$ cat src/rtl/arrow_scheduler.sv
// arrow_scheduler: frame-paced spawner and resolver for four arrow slots, tracking player HP and score.
// Optional feature: define ARROW_SCHED_INVERSE_EN to drive inversed_out on direction-00 spawns.
module arrow_scheduler #(
  parameter int SPAWN_FRAMES    = 30,
  parameter int LIFETIME_FRAMES = 240,
  parameter int HP_INIT         = 5
) (
  input  logic        clk,
  input  logic        rst,
  input  logic [10:0] hcount_in,
  input  logic [9:0]  vcount_in,
  input  logic        start,
  input  logic [3:0]  is_hit_in,
  input  logic [3:0]  hit_player_in,
  output logic [3:0]  slot_valid_out,
  output logic [7:0]  direction_out,
  output logic [11:0] speed_out,
  output logic [3:0]  inversed_out,
  output logic [2:0]  hp_out,
  output logic [7:0]  score_out,
  output logic        game_over,
  output logic        running
);

  typedef enum logic [1:0] {IDLE = 2'd0, RUN = 2'd1, OVER = 2'd2} state_t;

  state_t          r_state;
  state_t          w_stateNext;
  logic [15:0]     r_lfsr;
  logic [7:0]      r_frameCnt;
  logic [3:0]      r_valid;
  logic [3:0]      r_hitPrev;
  logic [3:0][1:0] r_dir;
  logic [3:0][2:0] r_spd;
  logic [3:0][9:0] r_life;
  logic [2:0]      r_hp;
  logic [7:0]      r_score;

  logic            w_frameTick;
  logic            w_spawnAttempt;
  logic            w_spawnFound;
  logic            w_gameEnd;
  logic [3:0]      w_rise;
  logic [3:0]      w_resolve;
  logic [3:0]      w_hitMask;
  logic [3:0]      w_blockMask;
  logic [3:0]      w_expire;
  logic [3:0]      w_spawnSel;
  logic [3:0]      w_spawnLoad;
  logic [3:0]      w_free;
  logic [2:0]      w_hitCnt;
  logic [2:0]      w_blockCnt;
  logic [2:0]      w_hpNext;
  logic [8:0]      w_scoreSum;
  logic [7:0]      w_scoreNext;
  logic [15:0]     w_lfsrNext;

  function automatic logic [2:0] popCount4(input logic [3:0] v);
    return 3'(v[0]) + 3'(v[1]) + 3'(v[2]) + 3'(v[3]);
  endfunction

  assign w_frameTick    = (hcount_in == 11'd0) && (vcount_in == 10'd0);
  assign w_lfsrNext     = {r_lfsr[14:0], r_lfsr[15] ^ r_lfsr[13] ^ r_lfsr[12] ^ r_lfsr[10]};
  assign w_spawnAttempt = (r_state == RUN) && w_frameTick &&
                          (r_frameCnt == 8'(SPAWN_FRAMES - 1));

  // Resolution, expiry and spawn selection all look at the registered valids,
  // so a slot freed this cycle cannot be re-spawned until the next one.
  always_comb begin
    w_rise       = is_hit_in & ~r_hitPrev;
    w_resolve    = (r_state == RUN) ? (w_rise & r_valid) : 4'b0000;
    w_hitMask    = w_resolve & hit_player_in;
    w_blockMask  = w_resolve & ~hit_player_in;
    w_hitCnt     = popCount4(w_hitMask);
    w_blockCnt   = popCount4(w_blockMask);
    w_hpNext     = (r_hp > w_hitCnt) ? (r_hp - w_hitCnt) : 3'd0;
    w_scoreSum   = {1'b0, r_score} + {6'd0, w_blockCnt};
    w_scoreNext  = w_scoreSum[8] ? 8'hFF : w_scoreSum[7:0];
    w_gameEnd    = (r_state == RUN) && (w_hpNext == 3'd0);
    w_expire     = 4'b0000;
    w_spawnSel   = 4'b0000;
    w_spawnFound = 1'b0;
    for (int i = 0; i < 4; i++) begin
      w_expire[i] = (r_state == RUN) && w_frameTick && r_valid[i] &&
                    (r_life[i] == 10'(LIFETIME_FRAMES - 1));
      if (!r_valid[i] && !w_spawnFound) begin
        w_spawnSel[i] = 1'b1;
        w_spawnFound  = 1'b1;
      end
    end
    w_spawnLoad = (w_spawnAttempt && !w_gameEnd) ? w_spawnSel : 4'b0000;
    w_free      = w_resolve | w_expire;
  end

  always_comb begin
    w_stateNext = r_state;
    case (r_state)
      IDLE, OVER: if (start) w_stateNext = RUN;
      RUN:        if (w_gameEnd) w_stateNext = OVER;
      default:    w_stateNext = IDLE;
    endcase
  end

  always_ff @(posedge clk) begin
    if (!rst) r_state <= IDLE;
    else      r_state <= w_stateNext;
  end

  always_ff @(posedge clk) begin
    if (!rst) begin
      r_lfsr     <= 16'hACE1;
      r_frameCnt <= 8'd0;
      r_valid    <= 4'b0000;
      r_hitPrev  <= 4'b0000;
      r_dir      <= '0;
      r_spd      <= '0;
      r_life     <= '0;
      r_hp       <= 3'(HP_INIT);
      r_score    <= 8'd0;
    end else begin
      r_hitPrev <= is_hit_in;
      if (r_state != RUN) begin
        if (start) begin
          r_hp       <= 3'(HP_INIT);
          r_score    <= 8'd0;
          r_frameCnt <= 8'd0;
          r_valid    <= 4'b0000;
        end
      end else begin
        if (w_frameTick) begin
          r_lfsr     <= w_lfsrNext;
          r_frameCnt <= w_spawnAttempt ? 8'd0 : (r_frameCnt + 8'd1);
        end
        r_hp    <= w_hpNext;
        r_score <= w_scoreNext;
        for (int i = 0; i < 4; i++) begin
          if (w_gameEnd || w_free[i]) begin
            r_valid[i] <= 1'b0;
          end else if (w_spawnLoad[i]) begin
            r_valid[i] <= 1'b1;
            r_dir[i]   <= r_lfsr[1:0];
            r_spd[i]   <= 3'd1 + {1'b0, r_lfsr[3:2]};
            r_life[i]  <= 10'd0;
          end else if (w_frameTick && r_valid[i]) begin
            r_life[i] <= r_life[i] + 10'd1;
          end
        end
      end
    end
  end

`ifdef ARROW_SCHED_INVERSE_EN
  logic [3:0] r_inv;

  // Only upward/direction-00 arrows may be inverted; the flag is latched with the spawn.
  always_ff @(posedge clk) begin
    if (!rst) begin
      r_inv <= 4'b0000;
    end else begin
      for (int i = 0; i < 4; i++) begin
        if (w_spawnLoad[i]) r_inv[i] <= (r_lfsr[1:0] == 2'b00) ? r_lfsr[4] : 1'b0;
      end
    end
  end

  assign inversed_out = r_inv;
`else
  assign inversed_out = 4'b0000;
`endif

  assign slot_valid_out = r_valid;
  assign direction_out  = r_dir;
  assign speed_out      = r_spd;
  assign hp_out         = r_hp;
  assign score_out      = r_score;
  assign running        = (r_state == RUN);
  assign game_over      = (r_state == OVER);

endmodule
$ cat config.mk
export PLATFORM = sky130hd
export DESIGN_NAME = arrow_scheduler
export DESIGN_NICKNAME = d
export VERILOG_FILES = /design/src/rtl/arrow_scheduler.sv
export SDC_FILE = /design/constraint.sdc
export NUM_CORES = 1
export LEC_CHECK = 0
export ABC_CLOCK_PERIOD_IN_PS = 4400
export BUFFER_PORTS_ARGS = -buffer_cell sky130_fd_sc_hd__buf_2
export CAP_MARGIN = 20
export CORE_ASPECT_RATIO = 1.2
export CORE_MARGIN = 2
export CORE_UTILIZATION = 52
export CTS_CLUSTER_SIZE = 20
export DETAILED_ROUTE_END_ITERATION = 12
export PLACE_DENSITY_LB_ADDON = 0.12
export RECOVER_POWER = 100
export SLEW_MARGIN = 30
export SYNTH_ARGS = -nofsm -noshare
export SYNTH_HDL_FRONTEND = slang
export SYNTH_SLANG_ARGS = --single-unit
$ cat constraint.sdc
create_clock -name clk -period 4.4 [get_ports clk]
set_input_delay 0.88 -clock clk [delete_from_list [all_inputs] [get_ports clk]]
set_output_delay 0.88 -clock clk [all_outputs]
set_load 0.03 [all_outputs]
==> run_results.csv, run 1 <==
group,metric,value,unit
grt,grt_usage,26.3,%
floorplanning,dieWidth,97.6,um
cells_and_area,antennaDiodeCount,0,
routing,routedWlPerCell,17.1,um
floorplanning,dieArea,11300,sq um
synth,netlist_top_cells_area,"dfxtp_1 38%, a21oi_1 5.8%, nand3_1 4.6%",
hold_path,hold_depth,2,
setup_path,worstSetupPathType,"in2reg",
synth,ys_warn_count,0,
grt,grt_start_max_net_pins,49,
power_and_ir_drop,power_switching,504,uW
timing,clock_skew,0.0110,ns
cells_and_area,final_cells,895,
routing,vias,5523,
timing,max_freq,232,MHz
floorplanning,ioPinCount,73,
routing,totalWireLength,15300,um
cells_and_area,multi_input_area,3200,sq um
synth,netlist-cell-type-count,59,
run_status,status,"finished clean",
setup_path,worstPathRequired,4.69,ns
setup_path,end_kind,"flop",
cells_and_area,seqCellArea,2100,sq um
synth,synth_edf_count,0,
power_and_ir_drop,combPwrFrac,7.5,%
cts,numCtsBuffers,9,
synth,syn_area_per_cell,8.12,sq um
synth,synthCells,673,
timing,rsz0062_at_grt,"true",
floorplanning,chipHeight,116,um
setup_path,critPathLaunch,"is_hit_in[1]",
synth,yosysSeqAreaShare,38.5,%
floorplanning,start_util,52.7,%
floorplanning,core-area,10400,sq um
cts,cts_buffer_depth,2,
grt,busiest_layer,"met2",
synth,synthFlopType,"dfxtp_1",
timing,hold_viol,0,
synth,synth_common_cells,"105 x dfxtp_1, 65 x nand2_1, 63 x a21oi_1",
synth,synth_compound_area_share,20.0,%
routing,drt-pass1-iter-count,5,
timing,setup_viol,0,
setup_path,rrSetupSlack,0.27,ns
power_and_ir_drop,seq_power_share,49.5,%
place,dp.final_hpwl,10600,um
cts,cts.sink_count,105,
grt,antenna_found_initial,0,
place,globalplace.congestion,0.889,
timing,min_period,4.32,ns
cells_and_area,n_fill_cell,954,
synth,yosysMostFrequentCell,"dfxtp_1",
place,dp_cells,871,
cts,clk_latency,0.36,ns
power_and_ir_drop,p_leak,0.00243,uW
setup_path,reg2reg_to,"r_life[30]",
power_and_ir_drop,clockPowerShare,43.0,%
setup_path,startpoint_type,"input pin",
place,numPortBuffers,68,
synth,synthesis.area,5460,sq um
grt,grt_util_met1,33.5,%
synth,synth_top_family_by_area,"simple AND/OR/NAND/NOR gates",
timing,maxSlewViolCount,0,
setup_path,crit_fanout,24,
routing,via_per_inst,6.17,
cts,cts_tree,"done",
power_and_ir_drop,p_int,1470,uW
synth,synth_simple_gate_area_share,29.0,%
floorplanning,num_rows,41,
flow_run,max-cap-violations,0,
grt,use_met2,45.7,%
power_and_ir_drop,power.share.switching,25.6,%
timing,relSlewSlack,34.7,%
synth,synthMuxAreaShare,2.02,%
cts,clockRootBuffer,"clkbuf_16",
setup_path,r2r-start,"slot_valid_out[1]",
cts,htree_levels,3,
cts,postCtsHoldBufs,0,
grt,grt_pass1_wl,24700,um
timing,worst_pin_slew,0.979,ns
cts,clk_pin_slew_worst_paths,0.07,ns
power_and_ir_drop,worst_ir_drop_vdd,0.000278,V
synth,synthXorXnorAreaFrac,0.481,%
grt,grt_overflow_total,0,
routing,drc,0,
hold_path,hold_path.class,"reg2reg",
grt,grt_pass1_vias,5206,
synth,synth_adder_area_share,4.81,%
setup_path,critPathCapture,"r_life[30]",
cells_and_area,nets,811,
timing,period_share,98.2,%
cells_and_area,synthToLayoutAreaGrowth,20.8,%
synth,synth_top_cell_area_share,38.5,%
grt,grtUsageMet3,4.19,%
synth,synth_top_area_cell,"dfxtp_1",
synth,async_reset_ff_share,0,%
cells_and_area,drive_above_1_share,15.3,%
power_and_ir_drop,power_density,299,nW/um^2
setup_path,arrival,4.61,ns
routing,drtAntennaViolNets,0,
synth,ys_seq_elements,105,
setup_path,reg2regPathDepth,16,
timing,setup_tns,0,ns
routing,drt-initial-drc-count,372,
[metal layers]
metal  routed length [um]  part of all wire, %
met1                 6670                   43
met4                  197                  1.3
met3                  636                  4.1
met2                 7830                   51
met5                    0                    0
[state kept, by name (all words and copies together) (netlist names)]
name and flops:
r_lfsr 16, r_state 2, score_out 8, speed_out 12, hp_out 3, direction_out 8
r_frameCnt 8, r_hitPrev 4, r_life 40, slot_valid_out 4
[per-stage QoR]
stage | power [uW] | utilization (%) | setup WS [ns] | area (sq um) | hold WS (ns)
finish | 1970 | 63.7 | 0.0814 | 6600 | 0.455
global route | 2040 | 63.7 | -0.0246 | 6600 | 0.478
CTS | 1980 | 62.7 | 0.0377 | 6490 | 0.460
detailed placement | 1140 | 59.7 | -0.301 | 6180 | 0.449
global placement | 1140 | 59.7 | -0.224 | 6180 | 0.437
floorplan | 1090 | - | -0.0665 | 5580 | 0.432
[power groups by stage]
stage / logic (uW) / clock network [uW] / registers, uW
2_1_floorplan: 88.5 / 0 / 999
3_5_place_dp: 144 / 0 / 998
4_1_cts: 144 / 856 / 976
5_1_grt: 161 / 901 / 978
6_report: 147 / 848 / 976
3_3_place_gp: 139 / 0 / 997
[worst max-delay path, stage by stage]
cell and delay [ns]:
buf_6 0.09, inv_8 0.03, or4_4 0.49, nor2_4 0.10, fa_1 0.43, ha_1 0.25
ha_4 0.29, fa_1 0.47, nor2b_4 0.16, o211ai_1 0.17, buf_4 0.18, nand4_1 0.10
buf_6 0.17, buf_4 0.14, clkbuf_16 0.18, or3_1 0.36, a21oi_1 0.12
[cells in the final DEF, fill, tap and decap left out, types with 4 or more instances in the layout]
cell type / instances
dfxtp_1: 104
nand2_1: 65
a21oi_1: 60
nand3_1: 49
o21ai_0: 41
clkbuf_1: 39
buf_4: 38
buf_2: 30
nor2_1: 28
inv_1: 27
nand4_1: 27
or4_1: 20
o31ai_1: 18
and3_1: 17
or3_1: 17
nor3_1: 12
clkbuf_16: 12
mux2i_1: 11
ha_1: 11
nand2b_1: 10
a31oi_1: 9
and2_1: 8
o211ai_1: 8
nor4_1: 7
nand4b_1: 5
o221ai_1: 5
fa_1: 5
nor2b_1: 4
conb_1: 4
[area by class of cell]
class	count	share of cell area, %
Sequential cell	105	31.9
Multi-Input combinational cell	503	48.4
Tap cell	129	2.44
Clock inverter	7	1.29
Clock buffer	9	3.41
Timing Repair Buffer	114	10.9
Inverter	28	1.71
[repair_timing]
action / CTS / global route
endpoints found under the setup margin: 0 / 27
buffers inserted: 0 / 5
gates resized for setup: 0 / 11
[cells by family (layout without fill, tap and decap cells)]
logic type / after synthesis / in the layout
adders and majority gates: 18 / 18
AOI/OAI and AO/OA: 176 / 176
muxes: 11 / 11
DFF: 105 / 105
and+or+nand+nor: 291 / 291
buffers and inverters: 68 / 158
xor gates and xnor gates: 3 / 3
other: 1 / 4
[worst min-delay path by stage]
stage / from / to / slack [ns]
after floorplan: r_lfsr[7] / r_lfsr[8] / 0.43
after global placement: r_lfsr[11] / r_lfsr[12] / 0.44
after detailed placement: r_lfsr[8] / r_lfsr[9] / 0.45
after CTS: r_lfsr[8] / r_lfsr[9] / 0.46
after global routing: r_lfsr[11] / r_lfsr[12] / 0.48
final: r_lfsr[8] / r_lfsr[9] / 0.45
Note: power is estimated with default switching activity, not from simulation.
==> inputs of run 2 (changes only) <==
--- a/config.mk
+++ b/config.mk
@@ -14,5 +14,5 @@
 export CTS_CLUSTER_SIZE = 20
 export DETAILED_ROUTE_END_ITERATION = 12
-export PLACE_DENSITY_LB_ADDON = 0.12
+export PLACE_DENSITY = 0.78
 export RECOVER_POWER = 100
 export SLEW_MARGIN = 30
@@ -20,2 +20,3 @@
 export SYNTH_HDL_FRONTEND = slang
 export SYNTH_SLANG_ARGS = --single-unit
+export TNS_END_PERCENT = 10
==> constraint.sdc (replaced) <==
create_clock -name clk -period 4.4 [get_ports clk]
set_input_delay 1.1 -clock clk [delete_from_list [all_inputs] [get_ports clk]]
set_output_delay 1.1 -clock clk [all_outputs]
set_load 0.03 [all_outputs]
==> run_results.csv, run 2 (same netlist as run 1, synthesis figures left out) <==
group,metric,value,unit
cts,clockRootBuffer,"clkbuf_16",
setup_path,reg2regPathDepth,14,
routing,vias,5712,
cts,numCtsBuffers,9,
setup_path,crit_fanout,4,
setup_path,r2r-start,"slot_valid_out[1]",
timing,maxSlewViolCount,0,
setup_path,critPathTopFamily,"adder cells",
timing,hold_viol,0,
run_status,violations,"setup timing",
cts,cts.sink_count,105,
cells_and_area,final_common_cell,"dfxtp_1",
power_and_ir_drop,worst_ir_drop_vdd,0.000189,V
timing,period_share,101,%
timing,hold_slack,0.463,ns
place,numPortBuffers,68,
floorplanning,core-area,10400,sq um
routing,totalWireLength,15700,um
setup_path,critPathCapture,"slot_valid_out[2]",
floorplanning,start_util,52.7,%
setup_path,worstSetupPathType,"in2reg",
setup_path,worstPathRequired,4.68,ns
grt,grt_start_max_net_pins,48,
place,globalplace.congestion,0.876,
grt,grt_pass1_vias,5287,
cells_and_area,synthToLayoutAreaGrowth,22.8,%
timing,worst_pin_slew,0.850,ns
cells_and_area,final_cells,899,
power_and_ir_drop,power_density,294,nW/um^2
floorplanning,ioPinCount,73,
run_status,status,"finished, violations left",
cells_and_area,drive_above_1_share,16.4,%
setup_path,reg2reg_to,"slot_valid_out[2]",
timing,rsz0062_at_grt,"true",
timing,max_freq,225,MHz
setup_path,end_kind,"flop",
cts,htree_levels,3,
cts,clk_latency,0.35,ns
floorplanning,dieArea,11300,sq um
floorplanning,num_rows,41,
setup_path,crit_buf_inv,4,
setup_path,rrSetupSlack,0.27,ns
timing,min_period,4.44,ns
setup_path,cp.depth,15,
grt,grt_overflow_total,0,
floorplanning,chipHeight,116,um
grt,antenna_found_initial,0,
timing,setup_viol,4,
cts,postCtsHoldBufs,0,
setup_path,critPathLaunch,"is_hit_in[1]",
cells_and_area,antennaDiodeCount,0,
setup_path,cp_slowest_stage_delay,0.51,ns
cells_and_area,top_register,"r_life",
place,pre_cts_slack,-0.519,ns
cells_and_area,nets,815,
cts,clk_pin_slew_worst_paths,0.08,ns
setup_path,crit_path_cell_trace,"buf_8, inv_8, or4_4, nor2_4, fa_1, ha_4, ha_4, fa_1, nor2b_4, o211ai_1, buf_4, nand3_1, buf_6, o31ai_1, o311a_1",
routing,routedWlPerCell,17.5,um
cells_and_area,multi_input_area,3240,sq um
place,dp_cells,873,
place,dp.final_hpwl,10600,um
cells_and_area,largest_reg_flops,40,
timing,relSlewSlack,42.7,%
cells_and_area,seqCellArea,2100,sq um
grt,grt_pass1_wl,24900,um
hold_path,hold_path.class,"reg2reg",
routing,drt-initial-drc-count,407,
setup_path,arrival,4.72,ns
timing,clock_skew,0.00872,ns
timing,setup_tns,-0.0958,ns
power_and_ir_drop,p_leak,0.00248,uW
routing,drc,0,
setup_path,crit_slowest_cell,"or4_4",
timing,fin_ws,-0.0359,ns
flow_run,max-cap-violations,0,
grt,grt_usage,26.6,%
routing,drt-pass1-iter-count,6,
setup_path,startpoint_type,"input pin",
routing,via_per_inst,6.35,
floorplanning,dieWidth,97.6,um
cts,cts_tree,"done",
cells_and_area,n_fill_cell,909,
cells_and_area,final_cell_mix,"105 x dfxtp_1, 65 x nand2_1, 57 x a21oi_1, 49 x nand3_1, 40 x o21ai_0",
routing,drtAntennaViolNets,0,
cts,cts_buffer_depth,2,
[run 2: cell types whose count changed in the layout (fill, tap and decap cells not counted), sizes merged]
cell      before  now
buf           72   76
clkinvlp       2    0
bufinv         1    0
clkbuf        51   50
clkinv         0    3
bufbuf         0    1
[run 2: through the flow]
step	power [uW]	utilization [%]	cell area, sq um
after floorplan	1090	-	5560
after global placement	1140	59.7	6180
after detailed placement	1150	59.7	6180
after CTS	1970	64.0	6630
after global routing	2030	64.8	6710
final	1970	64.8	6710
[run 2: worst reg2reg max path, cell delays in order (launching register included)]
cell	delay, ns
dfxtp_1	0.36
inv_1	0.12
or4_4	0.59
nor2_4	0.13
fa_1	0.45
ha_4	0.25
ha_4	0.17
fa_1	0.50
nor2b_4	0.15
o211ai_1	0.21
buf_4	0.18
nand3_1	0.14
buf_6	0.17
o31ai_1	0.37
o311a_1	0.28
[run 2: worst min-delay path by stage]
| stage | slack, ns | endpoint | start | cells after the start |
|---|---|---|---|---|
| floorplan | 0.43 | r_lfsr[8] | r_lfsr[7] | 2 |
| global placement | 0.44 | r_lfsr[12] | r_lfsr[11] | 2 |
| detailed placement | 0.45 | r_lfsr[14] | r_lfsr[14] | 2 |
| CTS | 0.46 | r_lfsr[14] | r_lfsr[14] | 2 |
| global route | 0.49 | r_lfsr[9] | r_lfsr[9] | 2 |
| finish | 0.46 | r_lfsr[14] | r_lfsr[14] | 2 |
[run 2: what timing repair did]
item / in CTS / in global routing
pin swaps: 19 / 13
cloned: 2 / 2
gates resized for setup: 13 / 17
setup endpoints to repair: 35 / 49
setup buffers: 4 / 2
[run 2: routing by layer]
metal,wire [um],vias to the layer above,track usage (%)
met5,0,-,0
met4,419,0,11.3
met3,791,42,3.89
met2,8120,234,47.4
met1,6360,2744,32.3
li1,-,2692,-
[run 2: area by class of cell]
type	instances	share of cell area [%]
well taps	129	2.41
multi-input cells	503	48.2
repair buffers	118	11.7
inverters	28	1.68
flip-flops and latches	105	31.3
clock buffers	9	3.36
clock inverters	7	1.32
[run 2: power breakdown]
group,total (uW),switching (uW),internal [uW]
Sequential,977,14.0,963
Clock,837,425,412
Combinational,157,98.0,59.0
Total,1970,537,1430
